--- src/rtl/b2a_pkg.sv ---
// Shared defaults, result tag and scheduler state for the B2A conversion scheduler.
package b2a_pkg;
  localparam int B2A_K_WIDTH  = 32;
  localparam int B2A_N_SHARES = 3;
  localparam int B2A_ID_W     = 4;
  localparam int B2A_DEPTH    = 32;

  // Travels alongside each in-flight conversion so the result can be routed back
  typedef struct packed {
    logic                src;
    logic [B2A_ID_W-1:0] id;
  } tag_t;

  typedef enum logic [1:0] {
    IDLE  = 2'd0,
    RUN   = 2'd1,
    DRAIN = 2'd2
  } state_t;
endpackage

--- src/rtl/b2a_tag_fifo.sv ---
// Register FIFO holding tags of conversions in flight; pops on an empty FIFO
// and pushes on a full one (without a same-cycle pop) are dropped.
module b2a_tag_fifo #(
  parameter int WIDTH = 5,
  parameter int DEPTH = 32
) (
  input  logic                   clk_i,
  input  logic                   rst_i,
  input  logic                   i_push,
  input  logic [WIDTH-1:0]       i_din,
  input  logic                   i_pop,
  output logic [WIDTH-1:0]       o_dout,
  output logic [$clog2(DEPTH):0] o_count,
  output logic                   o_full,
  output logic                   o_empty
);
  localparam int AW = $clog2(DEPTH);
  localparam int CW = AW + 1;

  logic [WIDTH-1:0] r_mem [DEPTH];
  logic [AW-1:0]    r_wr_ptr, r_rd_ptr;
  logic [CW-1:0]    r_count;
  logic             w_do_push, w_do_pop;

  assign o_empty   = (r_count == '0);
  assign o_full    = (r_count == CW'(DEPTH));
  assign w_do_pop  = i_pop & ~o_empty;
  // A same-cycle pop frees the slot, so a full FIFO can still accept
  assign w_do_push = i_push & (~o_full | w_do_pop);
  assign o_dout    = r_mem[r_rd_ptr];
  assign o_count   = r_count;

  // Tag storage written at the write pointer
  always_ff @(posedge clk_i or posedge rst_i) begin
    if (rst_i) begin
      for (int i = 0; i < DEPTH; i++) r_mem[i] <= '0;
    end else if (w_do_push) begin
      r_mem[r_wr_ptr] <= i_din;
    end
  end

  // Pointers wrap naturally mod DEPTH; count tracks occupancy
  always_ff @(posedge clk_i or posedge rst_i) begin
    if (rst_i) begin
      r_wr_ptr <= '0;
      r_rd_ptr <= '0;
      r_count  <= '0;
    end else begin
      if (w_do_push) r_wr_ptr <= r_wr_ptr + AW'(1);
      if (w_do_pop)  r_rd_ptr <= r_rd_ptr + AW'(1);
      case ({w_do_push, w_do_pop})
        2'b10:   r_count <= r_count + CW'(1);
        2'b01:   r_count <= r_count - CW'(1);
        default: r_count <= r_count;
      endcase
    end
  end
endmodule

--- src/rtl/b2a_sched.sv ---
// Shares one fixed-latency masked B2A datapath between two requesters:
// round-robin issue, randomness/backpressure-gated enable, tag return path.
module b2a_sched
  import b2a_pkg::*;
#(
  parameter int K_WIDTH   = B2A_K_WIDTH,
  parameter int N_SHARES  = B2A_N_SHARES,
  parameter int MASKWIDTH = K_WIDTH * N_SHARES,
  parameter int ID_W      = B2A_ID_W,
  parameter int DEPTH     = B2A_DEPTH
) (
  input  logic                   clk_i,
  input  logic                   rst_i,
  input  logic [1:0]             i_req_vld,
  output logic [1:0]             o_req_rdy,
  input  logic [2*MASKWIDTH-1:0] i_req_b,
  input  logic [2*ID_W-1:0]      i_req_id,
  input  logic                   i_rnd_vld,
  output logic                   o_rnd_en,
  output logic                   o_dp_dvld,
  output logic [MASKWIDTH-1:0]   o_dp_b,
  input  logic                   i_dp_dvld,
  input  logic [MASKWIDTH-1:0]   i_dp_a,
  input  logic                   i_flush,
  output logic                   o_vld,
  input  logic                   i_rdy,
  output logic [MASKWIDTH-1:0]   o_a,
  output logic                   o_src,
  output logic [ID_W-1:0]        o_id,
  output logic                   o_busy,
  output logic                   o_err
);
  localparam int CW = $clog2(DEPTH) + 1;

  state_t        r_state, w_state_nxt;
  logic          r_rr_pri;   // requester currently holding priority
  logic          r_err;
  logic          w_pop, w_pop_eff, w_push, w_any_req, w_win;
  logic          w_full, w_empty;
  logic [CW-1:0] w_count, w_count_nxt;
  tag_t          w_push_tag, w_head;

  // The whole datapath stalls when randomness is missing or a result is blocked
  assign o_rnd_en  = i_rnd_vld & ~(i_dp_dvld & ~i_rdy);
  assign o_vld     = i_dp_dvld & i_rnd_vld;
  assign o_a       = i_dp_a;
  assign w_pop     = o_vld & i_rdy;
  assign w_pop_eff = w_pop & ~w_empty;
  assign o_src     = w_head.src;
  assign o_id      = w_head.id;
  assign o_busy    = (r_state != IDLE);
  assign o_err     = r_err;

  // Round-robin pick: priority holder wins if valid, otherwise the other one
  assign w_any_req  = |i_req_vld;
  assign w_win      = i_req_vld[r_rr_pri] ? r_rr_pri : ~r_rr_pri;
  assign w_push     = (r_state == RUN) & o_rnd_en & w_any_req & (~w_full | w_pop);
  assign o_req_rdy  = w_push ? (w_win ? 2'b10 : 2'b01) : 2'b00;
  assign o_dp_dvld  = w_push;
  assign o_dp_b     = w_push ? (w_win ? i_req_b[2*MASKWIDTH-1:MASKWIDTH]
                                      : i_req_b[MASKWIDTH-1:0]) : '0;
  assign w_push_tag = tag_t'{src: w_win,
                             id:  (w_win ? i_req_id[2*ID_W-1:ID_W] : i_req_id[ID_W-1:0])};
  assign w_count_nxt = w_count + CW'(w_push) - CW'(w_pop_eff);

  b2a_tag_fifo #(
    .WIDTH ($bits(tag_t)),
    .DEPTH (DEPTH)
  ) u_tag_fifo (
    .clk_i   (clk_i),
    .rst_i   (rst_i),
    .i_push  (w_push),
    .i_din   (w_push_tag),
    .i_pop   (w_pop),
    .o_dout  (w_head),
    .o_count (w_count),
    .o_full  (w_full),
    .o_empty (w_empty)
  );

  // Next state; idle decisions look at occupancy after this cycle's push/pop
  always_comb begin
    w_state_nxt = r_state;
    case (r_state)
      IDLE:    if (w_any_req && !i_flush) w_state_nxt = RUN;
      RUN:     if (i_flush) w_state_nxt = DRAIN;
               else if (!w_any_req && w_count_nxt == '0) w_state_nxt = IDLE;
      DRAIN:   if (w_count_nxt == '0) w_state_nxt = IDLE;
      default: w_state_nxt = IDLE;
    endcase
  end

  // State, arbitration pointer and sticky protocol error
  always_ff @(posedge clk_i or posedge rst_i) begin
    if (rst_i) begin
      r_state  <= IDLE;
      r_rr_pri <= 1'b0;
      r_err    <= 1'b0;
    end else begin
      r_state <= w_state_nxt;
      if (w_push) r_rr_pri <= ~w_win;
      if ((w_pop && w_empty) || (w_push && w_full && !w_pop)) r_err <= 1'b1;
    end
  end
endmodule

--- config.mk ---
export PLATFORM = sky130hd
export DESIGN_NAME = b2a_sched
export DESIGN_NICKNAME = d
export VERILOG_FILES = /design/src/rtl/b2a_pkg.sv /design/src/rtl/b2a_tag_fifo.sv /design/src/rtl/b2a_sched.sv
export SDC_FILE = /design/constraint.sdc
export NUM_CORES = 1
export LEC_CHECK = 0
export CAP_MARGIN = 30
export CORE_AREA = 2 2 200 202
export CTS_CLUSTER_DIAMETER = 200
export DETAILED_ROUTE_END_ITERATION = 12
export DIE_AREA = 0 0 202 204
export GPL_TIMING_DRIVEN = 0
export PLACE_DENSITY = 0.6
export SLEW_MARGIN = 20
export SYNTH_ARGS = -nofsm -noshare
export SYNTH_HDL_FRONTEND = slang
export SYNTH_HIERARCHICAL = 1
export SYNTH_SLANG_ARGS = --single-unit
--- constraint.sdc ---
create_clock -name clk_i -period 11.1 [get_ports clk_i]
set_input_delay 2.775 -clock clk_i [delete_from_list [all_inputs] [get_ports clk_i]]
set_output_delay 2.775 -clock clk_i [all_outputs]
set_load 0.05 [all_outputs]
==> results of run 1 <==
-- layout by cell type (no fill, tap or decap), types with 8 or more instances in the layout --
cell and instances:
clkdlybuf4s50_1 411, mux2i_1 20, a21oi_1 108, nor3_4 10, o21ai_0 8, clkbuf_1 37
ha_1 16, nand2_1 213, buf_4 97, inv_1 19, clkbuf_16 17, mux2_2 159
xnor2_1 8, buf_2 28, nor2_1 16, nor3_1 18, dfrtp_1 180, mux4_2 32
a211oi_1 9
-- path summary, 6_finish.rpt --
check,start,end,slack [ns]
setup / recovery,i_dp_dvld,o_dp_b[41],2.46
hold / removal,o_err,o_err,0.47
setup reg to reg,u_tag_fifo/o_count[4],u_tag_fifo/o_count[5],6.53
hold reg to reg,o_err,o_err,0.47
max in group asynchronous,rst_i,u_tag_fifo/r_mem[57],7.38
min in group asynchronous,rst_i,r_state[0],2.69
-- layout make-up --
cell class / instances / area share
Sequential cell: 180 / 0.272
Antenna cell: 3 / 0.000454
Timing Repair Buffer: 414 / 0.251
Buffer: 167 / 0.0629
Inverter: 20 / 0.00499
Clock inverter: 13 / 0.0153
Tap cell: 525 / 0.0397
Clock buffer: 19 / 0.0262
Multi-Input combinational cell: 694 / 0.327
-- power groups by stage --
stage          Clock (uW)  Sequential [uW]  Combinational [uW]
2_1_floorplan           0              779                 839
3_3_place_gp            0              787                1310
3_5_place_dp            0              789                1330
4_1_cts               716              777                1340
5_1_grt               745              787                1420
6_report              703              778                1340
-- cell families (layout without fill, tap and decap cells) --
group,count (synthesis),count (layout)
other cells,0,3
fa+ha+maj,18,18
mux,215,215
buf+inv,187,633
xor+xnor,14,14
flops,180,180
compound gates,159,159
simple gates,288,288
-- per-layer routing --
layer	up-vias	wire, um	part of all wire	global-route usage
met2	453	25100	0.44	0.403
met1	5116	25600	0.45	0.382
met4	14	873	0.015	0.0544
met3	51	4910	0.087	0.0786
li1	4474	-	-	-
met5	-	87	0.0015	0
-- worst max-delay path, cell delays in order --
cell	delay [ns]
clkdlybuf4s50_1	0.49
inv_1	0.11
o21ai_1	0.09
a2111o_1	0.38
buf_2	0.22
buf_2	0.26
a21oi_1	0.57
clkdlybuf4s50_1	0.94
-- flip-flops by register name, indices dropped and copies added, names as in the netlist --
name,count
o_err,1
r_rr_pri,1
r_state,2
u_tag_fifo/o_count,6
u_tag_fifo/r_mem,160
u_tag_fifo/r_rd_ptr,5
u_tag_fifo/r_wr_ptr,5
-- per-stage QoR --
| stage | hold slack (ns) | setup WS [ns] | cell area, sq um | utilization |
|---|---|---|---|---|
| 2_1_floorplan | 0.433 | 3.55 | 11000 | - |
| 3_3_place_gp | 0.444 | 1.20 | 15800 | 0.403 |
| 3_5_place_dp | 0.453 | 2.57 | 15800 | 0.404 |
| 4_1_cts | 0.469 | 2.54 | 16500 | 0.422 |
| 5_1_grt | 0.476 | 2.38 | 16500 | 0.422 |
| 6_report | 0.471 | 2.46 | 16500 | 0.422 |
==> flow_metrics.tcl, run 1 <==
set metrics [dict create \
    grt_start_max_net_pins 95 \
    p_per_area_mw_per_mm2 170 \
    postCtsHoldBufs 0 \
    yosys_most_used_dff "dfrtp_1" \
    drcViolationCount 0 \
    status "completed" \
    period_minus_slack_ns 8.64 \
    start_util 0.281 \
    finalNetCount 1816 \
    async_flop_share 1.00 \
    syn_area_sq_mm 0.0110 \
    internal_power_uw 1650 \
    worstSetupEndpointType "primary output" \
    vias_per_cell 4.97 \
    rsz0062_at_grt "no" \
    netlist-cell-type-count 54 \
    num_vias 10100 \
    ir_drop_mv 0.133 \
    drt_iter0_drc 687 \
    ant_nets 0 \
    die_w_um 202 \
    post_cts_resized 0 \
    ioPinCount 508 \
    switching_power_uw 1170 \
    synth_simple_gate_area_share 0.122 \
    path_clk_slew_ns 0.07 \
    synthTopCellsByArea "dfrtp_1 (41%), mux2_2 (16%), nand2_1 (7.2%), buf_4 (6.6%), mux4_2 (6.5%)" \
    gp_congestion 0.991 \
    post_cts.repair.setup_buffers 0 \
    slew_headroom 0.399 \
    detail_route.wl_per_cell_um 27.8 \
    port_buffers 411 \
    antenna_found_initial 12 \
    seq_area_frac_synth 0.408 \
    dp_hpwl_um 47300 \
    cts-root-buf "clkbuf_16" \
    clk_latency_ns 0.43 \
    grt_usage 0.268 \
    total_power_uw 2820 \
    worstRegToRegCells 13 \
    avgSynthCellArea_sq_um 10.4 \
    hold_path_depth 1 \
    max_freq_mhz 116 \
    synth_edf_count 0 \
    ys_top_cells_by_count "nand2_1 (213), dfrtp_1 (180), mux2_2 (159)" \
    comb_power_share 0.475 \
    start_kind "input pin" \
    drt_wl_total_um 56600 \
    synth_top_area_share 0.408 \
    cellLeakagePower_uw 0.00727 \
    dp.cells 1999 \
    post-route-period-util 0.778 \
    clockPowerShare 0.249 \
    tightest_slew_ns 0.895 \
    postSynthCellCount 1061 \
    power.share.sequential 0.276 \
    regArea_sq_mm 0.00450 \
    cts_max_path_buffers 2 \
    multi_input_area_sq_mm 0.00541 \
    syn_nets 1383 \
    synth_compound_area_frac 0.0850 \
    design.core.area_sq_mm 0.0392 \
    synthXorXnorAreaFrac 0.0118 \
    clock_sinks 180 \
    first_global_vias 9884 \
    num_rows 73 \
    hold_viol_final 0 \
    dieArea_sq_mm 0.0412 \
    fin_worst_skew_ns 0.00900 \
    gr-total-overflow 0 \
    grt_pass1_wl_um 77000 \
    ys_warn_count 6 \
    synth_seq_cells 180 \
    yosysTopAreaCell "dfrtp_1" \
    layout-drive-gt1-share 0.248 \
    fin_tns_setup_ns 0 \
    fin_cells 2035 \
    die_h_um 204 \
    htree_levels 4 \
    synth_top_family_by_area "multiplexers" \
    area_growth_pct 50.0 \
    yosys.area_share.adder 0.0218 \
    cts_buffers 17 \
    maxCapViolCount 0 \
    cts_tree "done" \
    crit_required_ns 8.33 \
    synth.mux.area_fraction 0.250 \
    setup_violations 0 \
    p_sw_frac 0.413 \
    hold_class "flip-flop to flip-flop" \
    path_class "input pin to primary output" \
    maxSlewViolCount 0 \
    cp.arrival_ns 5.86 \
    synth_most_common_cell "nand2_1" \
    worstPathMaxFanout 10 \
    fillers 3785 \
    drtPass1Iterations 7 \
]
Power figures use the tool's default switching activity.
==> run 2, diff against run 1 <==
--- a/config.mk
+++ b/config.mk
@@ -6,12 +6,12 @@
 export NUM_CORES = 1
 export LEC_CHECK = 0
 export CAP_MARGIN = 30
-export CORE_AREA = 2 2 200 202
+export CORE_AREA = 2 2 197 199
 export CTS_CLUSTER_DIAMETER = 200
 export DETAILED_ROUTE_END_ITERATION = 12
-export DIE_AREA = 0 0 202 204
+export DIE_AREA = 0 0 199 201
 export GPL_TIMING_DRIVEN = 0
-export PLACE_DENSITY = 0.6
+export PLACE_DENSITY = 0.62
 export SLEW_MARGIN = 20
 export SYNTH_ARGS = -nofsm -noshare
 export SYNTH_HDL_FRONTEND = slang
==> constraint.sdc (replaced) <==
create_clock -name clk_i -period 8.47 [get_ports clk_i]
set_input_delay 2.1175 -clock clk_i [delete_from_list [all_inputs] [get_ports clk_i]]
set_output_delay 2.1175 -clock clk_i [all_outputs]
set_load 0.05 [all_outputs]
==> flow_metrics.tcl, run 2 (synthesized netlist as in run 1, its figures left out) <==
set metrics [dict create \
    status "completed" \
    dieArea_sq_mm 0.0400 \
    grt_pass1_wl_um 72800 \
    start_kind "input pin" \
    crit_top_cell "clkdlybuf4s50_1" \
    post_cts_resized 0 \
    period_minus_slack_ns 7.49 \
    ir_drop_mv 0.182 \
    maxCapViolCount 0 \
    setup_violations 0 \
    crit_required_ns 6.35 \
    largest_register "u_tag_fifo/r_mem" \
    fin_tns_setup_ns 0 \
    grt_start_max_net_pins 108 \
    fin_cells 2024 \
    critical_path.cell_chain "clkdlybuf4s50_1 -> mux2i_1 -> inv_1 -> buf_2 -> clkbuf_1 -> nand2_1 -> a21oi_1 -> clkdlybuf4s50_1" \
    die_h_um 201 \
    fin_worst_skew_ns 0.0132 \
    post-route-period-util 0.884 \
    slew_headroom 0.386 \
    cts_buffers 17 \
    cellLeakagePower_uw 0.00720 \
    worst-path-buf-inv 5 \
    path_class "input pin to primary output" \
    num_rows 72 \
    rsz0062_at_grt "no" \
    drt_iter0_drc 839 \
    cts_tree "done" \
    postCtsHoldBufs 0 \
    drcViolationCount 0 \
    final_cell_mix "clkdlybuf4s50_1 (411), nand2_1 (213), dfrtp_1 (180)" \
    cts-root-buf "clkbuf_16" \
    worstSetupEndpointType "primary output" \
    fillers 3635 \
    detail_route.wl_per_cell_um 25.9 \
    hold_viol_final 0 \
    final_common_cell "clkdlybuf4s50_1" \
    worst_path_max_delay_cell "clkdlybuf4s50_1" \
    place_area_sq_mm 0.0158 \
    clock_sinks 180 \
    layout-drive-gt1-share 0.248 \
    grt_usage 0.257 \
    tightest_slew_ns 0.920 \
    gr-total-overflow 0 \
    maxSlewViolCount 0 \
    drtPass1Iterations 5 \
    ant_nets 0 \
    drt_wl_total_um 52400 \
    cp_top_family "buffers and inverters" \
    final_util 0.430 \
    start_util 0.289 \
    hold_class "flip-flop to flip-flop" \
    htree_levels 4 \
    max_freq_mhz 134 \
    total_power_uw 3510 \
    post_cts.repair.setup_buffers 0 \
    clk_latency_ns 0.43 \
    largest_reg_flops 160 \
    antenna_found_initial 4 \
    path_clk_slew_ns 0.07 \
    gp_congestion 0.965 \
    die_w_um 199 \
    finalNetCount 1814 \
    p_per_area_mw_per_mm2 214 \
    ioPinCount 508 \
    dp.cells 1991 \
    fin_area_sq_mm 0.0164 \
    cts_max_path_buffers 2 \
    area_growth_pct 48.6 \
    cp.arrival_ns 5.37 \
    design.core.area_sq_mm 0.0381 \
    worstPathMaxFanout 10 \
    first_global_vias 9976 \
    port_buffers 411 \
    dp_hpwl_um 43200 \
    cpPeakStageDelay_ns 0.94 \
    num_vias 10100 \
    vias_per_cell 4.97 \
]
==> run 2: cell count changes in the layout (fill, tap and decap cells not counted) <==
cell        before  now
buf_8            1    0
clkinv_4         0    4
inv_8            1    2
clkbuf_1        37   36
diode_2          3    1
clkinvlp_4       2    3
bufinv_16        7    1
==> run 2: where the power goes <==
group	internal [uW]	switching, uW
Sequential	953	65.3
Combinational	626	1110
Clock	410	348
Total	1990	1530
==> run 2: path summary, 6_finish.rpt <==
kind	start	cells past startpoint	endpoint	slack (ns)
max reg2reg	u_tag_fifo/o_count[4]	14	u_tag_fifo/o_count[5]	3.91
max in group asynchronous	rst_i	3	u_tag_fifo/r_mem[52]	5.39
min reg2reg	o_err	1	o_err	0.46
max	i_req_vld[1]	8	o_dp_b[40]	0.98
min in group asynchronous	rst_i	2	r_state[1]	2.04
min	o_err	1	o_err	0.46
==> run 2: area by class of cell <==
cell class	instances	area, sq um	area share
buffer	167	1040	0.0636
sequential	180	4500	0.275
clock buffer	19	433	0.0264
antenna	1	2.50	0.000153
clock inverter	13	126	0.00771
multi-input combinational	694	5410	0.330
timing repair buffer	412	4140	0.253
tap	518	648	0.0395
inverter	20	82.6	0.00504
==> run 2: routing by layer <==
metal  vias up  track usage  routed length [um]
li1       4477            -                   -
met1      5056        0.374               23800
met2       461        0.377               22800
met3        56       0.0638                4460
met4         6       0.0701                1320
met5         -            0                  37
==> run 2: through the flow <==
stage          setup WS, ns  hold slack [ns]
3_5_place_dp           1.01            0.452
3_3_place_gp         -0.750            0.447
6_report              0.982            0.465
2_1_floorplan          1.58            0.433
5_1_grt               0.926            0.484
4_1_cts               0.987            0.468
